$ cat config.mk
export PLATFORM = sky130hd
export DESIGN_NAME = regfile_scrub_flat
export DESIGN_NICKNAME = d
export VERILOG_FILES = /design/src/rtl/regfile_pkg.sv /design/src/rtl/regfile_scrub_if.sv /design/src/rtl/rf_scoreboard.sv /design/src/rtl/regfile_scrub.sv /design/src/flat_wrapper.sv
export SDC_FILE = /design/constraint.sdc
export NUM_CORES = 1
export LEC_CHECK = 0
export CORE_ASPECT_RATIO = 2
export CORE_MARGIN = 2
export CORE_UTILIZATION = 56
export CTS_BUF_LIST = sky130_fd_sc_hd__clkbuf_8
export CTS_CLUSTER_SIZE = 10
export DETAILED_ROUTE_END_ITERATION = 8
export PLACE_DENSITY = 0.78
export REMOVE_ABC_BUFFERS = 1
export SYNTH_ARGS = -nofsm -noshare
export SYNTH_HDL_FRONTEND = slang
export SYNTH_SLANG_ARGS = --single-unit
$ cat constraint.sdc
create_clock -name clk -period 3.6 [get_ports clk]
set_clock_uncertainty 0.1 [all_clocks]
set_input_delay 1.08 -clock clk [delete_from_list [all_inputs] [get_ports clk]]
set_output_delay 1.08 -clock clk [all_outputs]
set_load 0.05 [all_outputs]
$ cat src/rtl/regfile_pkg.sv
// regfile_pkg: shared types and defaults for the scrubbed register file.
//   rf_state_t   - scrub/run state of the register file controller
//   DEF_DATA_W   - default register width
//   DEF_NUM_REGS - default register count
//   rf_addr_t    - address type for the default register count
package regfile_pkg;

  localparam int DEF_DATA_W   = 16;
  localparam int DEF_NUM_REGS = 16;

  typedef enum logic {
    CLEAR = 1'b0,
    RUN   = 1'b1
  } rf_state_t;

  typedef logic [$clog2(DEF_NUM_REGS)-1:0] rf_addr_t;

endpackage

$ cat src/rtl/regfile_scrub_if.sv
// regfile_scrub_if: datapath-side bundle of the register file.
//   master - decode/writeback side: drives writeback, issue and read addresses
//   slave  - register file: returns read data, busy bits and init_done
interface regfile_scrub_if #(
  parameter int DATA_W   = 16,
  parameter int NUM_REGS = 16
) ();

  localparam int ADDR_W = $clog2(NUM_REGS);

  logic              we;
  logic [ADDR_W-1:0] w_addr;
  logic [DATA_W-1:0] w_data;
  logic              iss_valid;
  logic [ADDR_W-1:0] iss_addr;
  logic [ADDR_W-1:0] ra_addr;
  logic [ADDR_W-1:0] rb_addr;
  logic [DATA_W-1:0] ra_data;
  logic [DATA_W-1:0] rb_data;
  logic              ra_busy;
  logic              rb_busy;
  logic              init_done;

  modport master (
    output we, w_addr, w_data, iss_valid, iss_addr, ra_addr, rb_addr,
    input  ra_data, rb_data, ra_busy, rb_busy, init_done
  );

  modport slave (
    input  we, w_addr, w_data, iss_valid, iss_addr, ra_addr, rb_addr,
    output ra_data, rb_data, ra_busy, rb_busy, init_done
  );

endinterface

$ cat src/rtl/rf_scoreboard.sv
// rf_scoreboard: per-register busy bits for in-flight destinations.
//   clk, rst          - clock, synchronous active-low reset (clears all bits)
//   run               - high once the scrub has finished; updates and reads
//                       are suppressed otherwise
//   we, w_addr        - writeback, clears the busy bit of w_addr
//   iss_valid, iss_addr - issue, sets the busy bit of iss_addr
//   ra_addr, rb_addr  - read addresses
//   ra_busy, rb_busy  - combinational busy of the addressed registers
module rf_scoreboard #(
  parameter int NUM_REGS = 16,
  parameter int ADDR_W   = $clog2(NUM_REGS),
  parameter int ZERO_R0  = 0,
  parameter int BYPASS   = 1
) (
  input  logic              clk,
  input  logic              rst,
  input  logic              run,
  input  logic              we,
  input  logic [ADDR_W-1:0] w_addr,
  input  logic              iss_valid,
  input  logic [ADDR_W-1:0] iss_addr,
  input  logic [ADDR_W-1:0] ra_addr,
  input  logic [ADDR_W-1:0] rb_addr,
  output logic              ra_busy,
  output logic              rb_busy
);

  logic [NUM_REGS-1:0] busy;

  // A new issue to the same register as a writeback wins: the writeback
  // belongs to the previous producer, the new one is still in flight.
  always_ff @(posedge clk) begin
    if (!rst) begin
      busy <= '0;
    end else if (run) begin
      for (int i = 0; i < NUM_REGS; i++) begin
        if (iss_valid && iss_addr == ADDR_W'(i) && !(ZERO_R0 != 0 && i == 0)) begin
          busy[i] <= 1'b1;
        end else if (we && w_addr == ADDR_W'(i)) begin
          busy[i] <= 1'b0;
        end
      end
    end
  end

  // With bypass the reader already sees the writeback data, so the
  // register is no longer a hazard in that cycle.
  logic wb_hit_a, wb_hit_b, zero_a, zero_b;

  always_comb begin
    wb_hit_a = (BYPASS != 0) && we && (w_addr == ra_addr);
    wb_hit_b = (BYPASS != 0) && we && (w_addr == rb_addr);
    zero_a   = (ZERO_R0 != 0) && (ra_addr == '0);
    zero_b   = (ZERO_R0 != 0) && (rb_addr == '0);
    ra_busy  = run && busy[ra_addr] && !wb_hit_a && !zero_a;
    rb_busy  = run && busy[rb_addr] && !wb_hit_b && !zero_b;
  end

endmodule

$ cat src/rtl/regfile_scrub.sv
// regfile_scrub: parametrised 2-read/1-write register file with bypass,
// optional hardwired-zero r0, busy scoreboard and a post-reset scrub that
// zeroes one entry per cycle so the array needs no reset.
//   clk  - rising-edge clock
//   rst  - synchronous reset, active-low
//   bus  - regfile_scrub_if.slave: writeback, issue, two read ports, init_done
//
// state | meaning
// ------+-----------------------------------------------------------
// CLEAR | scrubbing regs[scrub_cnt]; traffic ignored, reads return 0
// RUN   | normal operation; init_done high
module regfile_scrub
  import regfile_pkg::*;
#(
  parameter int DATA_W   = DEF_DATA_W,
  parameter int NUM_REGS = DEF_NUM_REGS,
  parameter int ZERO_R0  = 0,
  parameter int BYPASS   = 1
) (
  input  logic     clk,
  input  logic     rst,
  regfile_scrub_if.slave bus
);

  localparam int ADDR_W = $clog2(NUM_REGS);

  rf_state_t         state;
  logic [ADDR_W-1:0] scrub_cnt;
  logic              init_done_q;
  logic              run;
  logic              wr_en;
  logic [DATA_W-1:0] regs [NUM_REGS];

  assign run           = (state == RUN);
  assign bus.init_done = init_done_q;

  always_ff @(posedge clk) begin
    if (!rst) begin
      state       <= CLEAR;
      scrub_cnt   <= '0;
      init_done_q <= 1'b0;
    end else begin
      case (state)
        CLEAR: begin
          scrub_cnt <= scrub_cnt + ADDR_W'(1);
          if (scrub_cnt == ADDR_W'(NUM_REGS - 1)) begin
            state       <= RUN;
            init_done_q <= 1'b1;
          end
        end
        RUN: ;
        default: state <= CLEAR;
      endcase
    end
  end

  assign wr_en = run && bus.we && !(ZERO_R0 != 0 && bus.w_addr == '0);

  // No reset branch on the array itself: contents are defined by the scrub.
  always_ff @(posedge clk) begin
    if (rst) begin
      if (state == CLEAR) begin
        regs[scrub_cnt] <= '0;
      end else if (wr_en) begin
        regs[bus.w_addr] <= bus.w_data;
      end
    end
  end

  // Read muxes: array, then bypass, then zero-register / not-ready override.
  always_comb begin
    bus.ra_data = regs[bus.ra_addr];
    if (BYPASS != 0 && bus.we && bus.w_addr == bus.ra_addr) begin
      bus.ra_data = bus.w_data;
    end
    if (!run || (ZERO_R0 != 0 && bus.ra_addr == '0)) begin
      bus.ra_data = '0;
    end
  end

  always_comb begin
    bus.rb_data = regs[bus.rb_addr];
    if (BYPASS != 0 && bus.we && bus.w_addr == bus.rb_addr) begin
      bus.rb_data = bus.w_data;
    end
    if (!run || (ZERO_R0 != 0 && bus.rb_addr == '0)) begin
      bus.rb_data = '0;
    end
  end

  rf_scoreboard #(
    .NUM_REGS (NUM_REGS),
    .ADDR_W   (ADDR_W),
    .ZERO_R0  (ZERO_R0),
    .BYPASS   (BYPASS)
  ) u_scoreboard (
    .clk       (clk),
    .rst       (rst),
    .run       (run),
    .we        (bus.we),
    .w_addr    (bus.w_addr),
    .iss_valid (bus.iss_valid),
    .iss_addr  (bus.iss_addr),
    .ra_addr   (bus.ra_addr),
    .rb_addr   (bus.rb_addr),
    .ra_busy   (bus.ra_busy),
    .rb_busy   (bus.rb_busy)
  );

endmodule

$ cat src/flat_wrapper.sv
// flat-port wrapper written by rule: the top's interface ports become plain ports
module regfile_scrub_flat import regfile_pkg::*;
#(
  parameter int DATA_W   = DEF_DATA_W,
  parameter int NUM_REGS = DEF_NUM_REGS,
  parameter int ZERO_R0  = 0,
  parameter int BYPASS   = 1
)
  (clk, rst, bus_we, bus_w_addr, bus_w_data, bus_iss_valid, bus_iss_addr, bus_ra_addr, bus_rb_addr, bus_ra_data, bus_rb_data, bus_ra_busy, bus_rb_busy, bus_init_done);
  regfile_scrub_if #(.DATA_W(DATA_W), .NUM_REGS(NUM_REGS)) bus_i ();
  input  logic clk;
  input  logic rst;
  input wire logic [$bits(bus_i.we)-1:0] bus_we;
  input wire logic [$bits(bus_i.w_addr)-1:0] bus_w_addr;
  input wire logic [$bits(bus_i.w_data)-1:0] bus_w_data;
  input wire logic [$bits(bus_i.iss_valid)-1:0] bus_iss_valid;
  input wire logic [$bits(bus_i.iss_addr)-1:0] bus_iss_addr;
  input wire logic [$bits(bus_i.ra_addr)-1:0] bus_ra_addr;
  input wire logic [$bits(bus_i.rb_addr)-1:0] bus_rb_addr;
  output wire logic [$bits(bus_i.ra_data)-1:0] bus_ra_data;
  output wire logic [$bits(bus_i.rb_data)-1:0] bus_rb_data;
  output wire logic [$bits(bus_i.ra_busy)-1:0] bus_ra_busy;
  output wire logic [$bits(bus_i.rb_busy)-1:0] bus_rb_busy;
  output wire logic [$bits(bus_i.init_done)-1:0] bus_init_done;
  assign bus_i.we = bus_we;
  assign bus_i.w_addr = bus_w_addr;
  assign bus_i.w_data = bus_w_data;
  assign bus_i.iss_valid = bus_iss_valid;
  assign bus_i.iss_addr = bus_iss_addr;
  assign bus_i.ra_addr = bus_ra_addr;
  assign bus_i.rb_addr = bus_rb_addr;
  assign bus_ra_data = bus_i.ra_data;
  assign bus_rb_data = bus_i.rb_data;
  assign bus_ra_busy = bus_i.ra_busy;
  assign bus_rb_busy = bus_i.rb_busy;
  assign bus_init_done = bus_i.init_done;
  regfile_scrub #(.DATA_W(DATA_W), .NUM_REGS(NUM_REGS), .ZERO_R0(ZERO_R0), .BYPASS(BYPASS)) u_core (.clk(clk), .rst(rst), .bus(bus_i));
endmodule
== Yosys cells after proc, flatten, opt, wreduce, memory -nomap -nowiden ==
Memory sizes are Yosys's and may differ from the RTL's.
Index checks and enable logic that the tools add are counted.

* Equality and inequality tests: 33
* Add/sub/neg operators: 1
* Reductions and logical operators: 77
* Bitwise operators: 1
* Magnitude comparators: 2
* Multiplexer cells: 52

{| class="wikitable"
|+ Operators with widths
! operator !! number
|-
| $mux 16 || 5
|-
| $eq 4x4->1 const B || 17
|-
| $mux 1 || 44
|-
| $logic_and 1x1->1 || 39
|-
| $reduce_and 2->1 || 17
|-
| $eq 4x3->1 const B || 8
|-
| $reduce_bool 2->1 || 16
|-
| $eq 4x2->1 const B || 4
|-
| $reduce_or 16->1 || 1
|-
| $lt 4x5->1 const B || 2
|-
| $bmux 1 s4 || 2
|-
| $eq 4x1->1 const B || 2
|-
| $eq 4x4->1 || 2
|-
| $logic_not 4->1 || 2
|-
| $add 4x1->4 const B || 1
|-
| $mux 4 || 1
|-
| $logic_not 1->1 || 2
|-
| $not 1->1 || 1
|}

* Flip-flop bits (word level): 22
* Memories: 1
* Input port bits: 36
* RAM bits: 256

{| class="wikitable"
|+ Memories
! memory !! words !! width !! rd ports !! clocked after Yosys merged registers in !! write ports !! line !! text
|-
| u_core.regs || 16 || 16 || 2 || 0 || 1 || regfile_scrub.sv:32 || <nowiki>logic [DATA_W-1:0] regs [NUM_REGS];</nowiki>
|}

== Longest topological paths before layout ==
Gate-level depths: netlist of the first run.

* Depth in word-level cells: 7
* Mapped depth: 8

== By module ==
Synthesis of the first run repeated with hierarchy kept, for this count alone.

* Cell total of the unflattened synthesis: 781
* Area total of the unflattened synthesis: 13751.9 µm²

{| class="wikitable"
|+ By module, submodules not included
! module !! cells each !! area an instance (µm²) !! seq. area each (µm²) !! times used
|-
| regfile_scrub || 661 || 12632.1 || 7807.5 || 1
|-
| rf_scoreboard || 120 || 1119.8 || 320.3 || 1
|}

== Worst setup path before layout of the first run ==
OpenSTA, ideal clock, no wires.

* Kind: input port to output port
* Start point: input bus_w_addr[2]
* End point: output bus_ra_data[10]
* Slack: -239 ps
* Stages on the path: 7
* Arrival time: 2659 ps
* Required time: 2420 ps
* Cells stage by stage: clkbuf_1 -> xor2_1 -> nor4_1 -> and3_1 -> buf_2 -> buf_2 -> a22o_1

* Longest elaborated chain between the ends: 4

{| class="wikitable"
|+ RTL lines
! element !! line !! text
|-
| start: declaration || flat_wrapper.sv:14 || <nowiki>input wire logic [$bits(bus_i.w_addr)-1:0] bus_w_addr;</nowiki>
|-
| $eq 4x4->1 || regfile_scrub.sv:73 || <nowiki>if (BYPASS != 0 && bus.we && bus.w_addr == bus.ra_addr) begin</nowiki>
|-
| $logic_and 1x1->1 || regfile_scrub.sv:73 ||
|-
| $mux 16 || regfile_scrub.sv:73 ||
|-
| $mux 16 || regfile_scrub.sv:76 || <nowiki>if (!run || (ZERO_R0 != 0 && bus.ra_addr == '0)) begin</nowiki>
|-
| end: declaration || flat_wrapper.sv:20 || <nowiki>output wire logic [$bits(bus_i.ra_data)-1:0] bus_ra_data;</nowiki>
|}

No other way between the ends.

== Worst setup path in the final report of the first run ==
* Start point: input bus_ra_addr[0]
* End point: output bus_ra_data[2]

* Longest elaborated chain between the ends: 4
* Elaborated cells between the ends (all ways): 5
* Classes of those cells: eq/ne: 1; mux: 2; reduce/logical: 1; memory: 1

{| class="wikitable"
|+ RTL lines
! element !! line !! text
|-
| start: declaration || flat_wrapper.sv:18 || <nowiki>input wire logic [$bits(bus_i.ra_addr)-1:0] bus_ra_addr;</nowiki>
|-
| branches (longest 2 deep; another with $mem_v2 16x16) || -- ||
|-
| $mux 16 (*) || regfile_scrub.sv:73 ||
|-
| $mux 16 (*) || regfile_scrub.sv:76 ||
|}

Mark *: on every way between the ends.

==> run summary, run 1 <==
Kind of critical path: input port to primary output
Violated checks: setup timing
R2r startpoint: u_core.run
Dpl ws: -593 ps
Row Count: 80
DR vias/cell: 7.23
Post-synthesis xor/xnor area fraction: 0.00717
Family with the most delay on the worst path: buffers and inverters
Syn_area_per_cell: 17.5 um2
RSZ-0062 raised after global routing: true
Worst min-delay path endpoint: u_core.bus.init_done
Synthesized flop and latch total: 278
Post-synth top flop: edfxtp_1
Cell with the most instances after synthesis: edfxtp_1
Yosys cell types: 37
Synth Warn #: 0
R2R setup slack: 1140 ps
Post-synth ARST share: 0
Psw: 1.56 mW
HPWL after DPL: 27700 um
Share of cells above drive strength 1: 0.486
Overflow after GRT: 0
Ports: 71
First-pass GRT wire length: 62200 um
Chip Width: 114 um
Max-Slew Margin vs Limit: 0.569
Clock Latency Late Sink: 540 ps
Clock slew at reported path FFs: 60 ps
Clock power share: 0.357
Synth Area in Compound Gates: 0.0773
Fraction of the mapped netlist area in simple logic gates: 0.0479
Max-slew violation count: 0
Arr. time, crit path: 2790 ps
Synth top area share: 0.572
Crit-path max FO: 7
Mapped Area: 13400 um2
Status: complete, but fails checks
Initial antenna violation count: 0
Worst Slack Setup Final: -373 ps
Synthesized-area fraction occupied by adder cells: 0.000932
Port Buffers: 70
Maximum clock rate: 252 MHz
Comb pwr share: 0.109
Switch share: 0.235
Area leader, netlist: edfxtp_1
CP endpoint kind: primary output
Clock sinks: 278
Critical path's largest stage delay: 520 ps
Hold wc startpoint: u_core.bus.init_done
Core Region: 23700 um2
Main combinational cell family by area after synthesis: multiplexers
Final wirelength: 43900 um
Vias in the first global route: 10047
Hold Path Stages: 1
Initial DRC Count: 1084
DP Area: 15900 um2
HP Class: flop to flop
CTS tree: done
Sequential fraction of the synthesis area: 0.605
Post-DR wirelength/cell: 34.0 um
Clock buffer depth: 3
Die H: 223 um
# diodes: 0
Syn-to-layout area delta: 31.9%
Final period util: 1.10
Post-CTS Hold Buffers: 0
Final Hold Viols: 0
Root buf cell: clkbuf_8
Slew @ Worst Pin: 647 ps
Final instance area: 17700 um2
Antenna-violating nets left: 0
GPL Wtd Cong: 0.972
Number of nets in the layout: 1012
Bufs and invs on worst path: 4
Internal power: 5.07 mW
Num CTS Buffers: 38
Largest net degree at the start of global routing: 23
# DRC: 0
Global Route Usage Sum: 0.345
Via count: 9330
Final setup vio count: 34
Critical-path top delay cell: mux4_2
Part of the power in registers: 0.533
Worst Reg-to-Reg Cells: 5
Worst path cell trace: buf_12 > buf_12 > buf_12 > mux4_2 > a22oi_2 > nand2_2 > a22o_1 > buf_12
Post-Syn Instances: 768
Req. time, crit path: 2420 ps
Power density cells: 374 nW/um2
Setup TNS: -9280 ps
H-Tree Depth: 2
Die area: 25300 um2
P_leak: 6.47 nW
Post-synth EDFFs: 256
Most frequent CP cell: buf_12
CP startpoint kind: input port
Max Cap Viol: 0
Leading post-synthesis cells by cell area: edfxtp_1 (57%), mux4_2 (23%), a22oi_1 (3.6%), dfxtp_1 (3.3%), a22o_1 (2.1%)
Initial Util: 0.566
Reg-to-Reg End: u_core.regs[2][10]
Synth top cells by count: edfxtp_1 (256), mux4_2 (138), a22oi_1 (64), nand2_1 (46), a22o_1 (32)
Final Critical Period: 3970 ps
Mux cell area share after synthesis: 0.233
Drt first pass iters: 5
Maximum vdd ir drop: 0.286 mV
-- sequential cells by signal (all words and copies together), names as in the netlist --
name and cells:
u_core.scrub_cnt 4, u_core.regs 256, u_core.bus.init_done 1, u_core.run 1, u_core.u_scoreboard.busy 16
-- cells in the final DEF, fill, tap and decap left out, types with 10 or more instances in the layout --
cell type / count
a22oi_2: 54
dfxtp_1: 22
buf_4: 78
and2_1: 20
buf_6: 25
nor2_2: 16
nand2_1: 42
buf_12: 79
edfxtp_1: 256
clkdlybuf4s50_1: 24
inv_1: 15
a21boi_0: 16
mux4_2: 138
o21ai_0: 13
a22o_1: 22
a22o_4: 10
clkbuf_8: 44
a22oi_1: 10
-- cell families (layout without fill, tap and decap cells) --
kind of cell,Yosys count,after routing
DFF,278,278
muxes,140,140
AOI/OAI and AO/OA,138,138
and+or+nand+nor,132,132
buffers and inverters,68,303
xor gates and xnor gates,11,11
adders and majority gates,1,1
-- power groups by stage --
stage                     Sequential [mW]  Combinational (mW)  Clock (mW)
after floorplan                      3.59               0.222           0
after global placement               3.60               0.575           0
after detailed placement             3.60               0.589           0
after CTS                            3.53               0.668        2.36
after global routing                 3.53               0.746        2.50
final                                3.53               0.723        2.37
-- layer usage --
layer | track usage | wire (um) | vias up
met4 | 0.247 | 3670 | 0
met2 | 0.608 | 23600 | 728
met5 | 0 | 0 | -
li1 | - | - | 3652
met1 | 0.366 | 12600 | 4732
met3 | 0.0600 | 3950 | 218
-- through the flow --
step	power, mW	std cells	hold slack [ps]	util
after floorplan	3.82	705	356	-
after global placement	4.17	1182	356	0.671
after detailed placement	4.19	1182	358	0.671
after CTS	6.56	1275	376	0.732
after global routing	6.78	1290	409	0.747
final	6.63	1290	371	0.747
-- final cells by class --
type,instances,area (um2)
flip-flops and latches,278,8130
fillers,1271,6010
multi-input cells,422,5390
repair buffers,230,3080
clock buffers,44,606
well taps,287,359
clock inverters,24,124
inverters,5,18.8
-- worst max-delay path by stage --
stage	from	endpoint	slack, ps	depth (start not counted)
floorplan	bus_w_addr[2]	bus_ra_data[14]	-80	4
detailed placement	bus_ra_addr[1]	bus_ra_data[6]	-590	8
global route	bus_ra_addr[0]	bus_ra_data[2]	-400	8
CTS	bus_ra_addr[0]	bus_ra_data[0]	-320	7
global placement	bus_ra_addr[1]	bus_ra_data[6]	-590	8
finish	bus_ra_addr[0]	bus_ra_data[2]	-370	8
-- repair_timing --
item / CTS / global route
pin swaps: 54 / 26
setup buffers: 22 / 14
endpoints found under the setup margin: 34 / 34
cloned: 4 / 2
resized for setup: 129 / 37
(Power assumes the default switching activity.)
==> run 2: changes to the inputs <==
- RECOVER_POWER: not set -> 25
==> run summary, run 2 (synthesis results as in run 1) <==
Hold Path Stages: 1 (unchanged)
Via count: 9335 (+0.054%)
First-pass GRT wire length: 62200 um (unchanged)
Worst min-delay path endpoint: u_core.bus.init_done
Antenna-violating nets left: 0 (unchanged)
Req. time, crit path: 2420 ps (about the same)
CP endpoint kind: primary output
Ports: 71 (unchanged)
Clock Latency Late Sink: 540 ps (about the same)
Global Route Usage Sum: 0.345 (unchanged)
Kind of critical path: input port to primary output
Most common cell after layout, fill and taps aside: edfxtp_1
Row Count: 80 (unchanged)
Final Hold Viols: 0 (unchanged)
Violated checks: setup timing
Max-Slew Margin vs Limit: 0.460 (-0.109)
Top Registers: u_core.regs x256, u_core.u_scoreboard.busy x16, u_core.scrub_cnt x4
Max reg flops: 256 (unchanged)
Placed cell count: 1182 (unchanged)
Initial Util: 0.566 (unchanged)
Internal power: 5.07 mW (about the same)
Final wirelength: 43900 um (+0.10%)
P_leak: 6.45 nW (-0.34%)
Drt first pass iters: 7 (+2)
# DRC: 0 (unchanged)
R2R setup slack: 930 ps (-210 ps)
Clock slew at reported path FFs: 60 ps (about the same)
GPL Wtd Cong: 0.972 (unchanged)
Most frequent cells in the layout: edfxtp_1 (256), mux4_2 (138), buf_12 (79)
Status: complete, but fails checks
Hold wc startpoint: u_core.bus.init_done
Power density cells: 374 nW/um2 (about the same)
Chip Width: 114 um (unchanged)
CTS tree: done
Syn-to-layout area delta: 31.8% (about the same)
Number of nets in the layout: 1012 (unchanged)
Final Critical Period: 3980 ps (+4.77 ps)
Crit-path max FO: 7 (unchanged)
Vias in the first global route: 10047 (unchanged)
Die area: 25300 um2 (unchanged)
Final core occ: 0.746 (about the same)
Clock buffer depth: 3 (unchanged)
CP startpoint kind: input port
Worst Reg-to-Reg Cells: 3 (-2)
Initial DRC Count: 1134 (+4.6%)
HP Class: flop to flop
Post-DR wirelength/cell: 34.0 um (+0.10%)
Core Region: 23700 um2 (unchanged)
Reg-to-Reg End: u_core.regs[13][2]
Clock power share: 0.357 (about the same)
Setup TNS: -9290 ps (-5.44 ps)
Slew @ Worst Pin: 809 ps (+162 ps)
Initial antenna violation count: 0 (unchanged)
Final std cells w/o fill: 1290 (unchanged)
Maximum clock rate: 251 MHz (-0.12%)
HPWL after DPL: 27700 um (unchanged)
Psw: 1.56 mW (about the same)
Maximum vdd ir drop: 0.288 mV (+0.51%)
H-Tree Depth: 2 (unchanged)
RSZ-0062 raised after global routing: true
Port Buffers: 70 (unchanged)
Max-slew violation count: 0 (unchanged)
R2r startpoint: u_core.run
Reg with most FFs: u_core.regs
Die H: 223 um (unchanged)
Max Cap Viol: 0 (unchanged)
Overflow after GRT: 0 (unchanged)
Part of the power in registers: 0.534 (about the same)
Share of cells above drive strength 1: 0.483 (-0.00299)
Arr. time, crit path: 2800 ps (about the same)
Num CTS Buffers: 38 (unchanged)
Crit. Startpoint: bus_ra_addr[0]
Switch share: 0.235 (about the same)
Clock sinks: 278 (unchanged)
DR vias/cell: 7.24 (about the same)
Final setup vio count: 34 (unchanged)
Fill cell count: 1276 (+0.39%)
Root buf cell: clkbuf_8
Worst Slack Setup Final: -377 ps (-4.77 ps)
Largest net degree at the start of global routing: 23 (unchanged)
Comb pwr share: 0.109 (about the same)
Final period util: 1.10 (+0.00133)
# diodes: 0 (unchanged)
run 2: changes by cell type in the layout (fill, tap and decap cells not counted), sizes merged:
| cell | before | now |
|---|---|---|
| clkdlybuf4s50 | 24 | 22 |
| buf | 200 | 196 |
| dlygate4sd3 | 0 | 2 |
| clkbuf | 47 | 51 |
run 2: how the worst max path moves through the flow:
stage | end | cells after the start
floorplan | bus_ra_data[14] | 4
global placement | bus_ra_data[6] | 8
detailed placement | bus_ra_data[6] | 8
CTS | bus_ra_data[0] | 7
global route | bus_ra_data[2] | 8
finish | bus_ra_data[2] | 8
run 2: repair_timing:
action	4_1_cts	5_1_grt
gates cloned	4	2
resized for setup	129	37
setup buffers	22	14
endpoints found under the setup margin	34	34
pin swaps	54	26
hold buffers	0	0
run 2: routing by layer:
| layer | routed length, um | vias up | track usage | part of all wire |
|---|---|---|---|---|
| li1 | - | 3649 | - | - |
| met1 | 12700 | 4744 | 0.366 | 0.29 |
| met2 | 23800 | 719 | 0.608 | 0.54 |
| met3 | 3740 | 223 | 0.0600 | 0.085 |
| met4 | 3640 | 0 | 0.247 | 0.083 |
| met5 | 0 | - | 0 | 0 |
run 2: power by group through the flow:
| stage | Combinational [mW] | Clock (mW) | Sequential (mW) |
|---|---|---|---|
| 3_5_place_dp | 0.589 | 0 | 3.60 |
| 4_1_cts | 0.668 | 2.36 | 3.53 |
| 3_3_place_gp | 0.575 | 0 | 3.60 |
| 6_report | 0.722 | 2.37 | 3.53 |
| 5_1_grt | 0.744 | 2.50 | 3.53 |
| 2_1_floorplan | 0.222 | 0 | 3.59 |
run 2: area by class of cell:
class	count	area (um2)	area share
Timing Repair Buffer	230	3070	0.173
Clock buffer	44	606	0.0342
Inverter	5	18.8	0.00106
Clock inverter	24	124	0.00700
Multi-Input combinational cell	422	5390	0.305
Tap cell	287	359	0.0203
Sequential cell	278	8130	0.459
run 2: critical path, stage by stage:
cell     delay (ps)
buf_12          120
buf_12          150
buf_12          140
mux4_2          520
a22oi_2         240
nand2_2         110
a22o_1          240
buf_12          160
run 2: stage by stage:
step | hold slack, ps | setup slack (ps) | total power [mW] | instance area (um2)
after floorplan | 356 | -80.8 | 3.82 | 13100
after global placement | 356 | -585 | 4.17 | 15900
after detailed placement | 358 | -593 | 4.19 | 15900
after CTS | 376 | -315 | 6.56 | 17400
after global routing | 409 | -396 | 6.78 | 17700
final | 371 | -377 | 6.62 | 17700
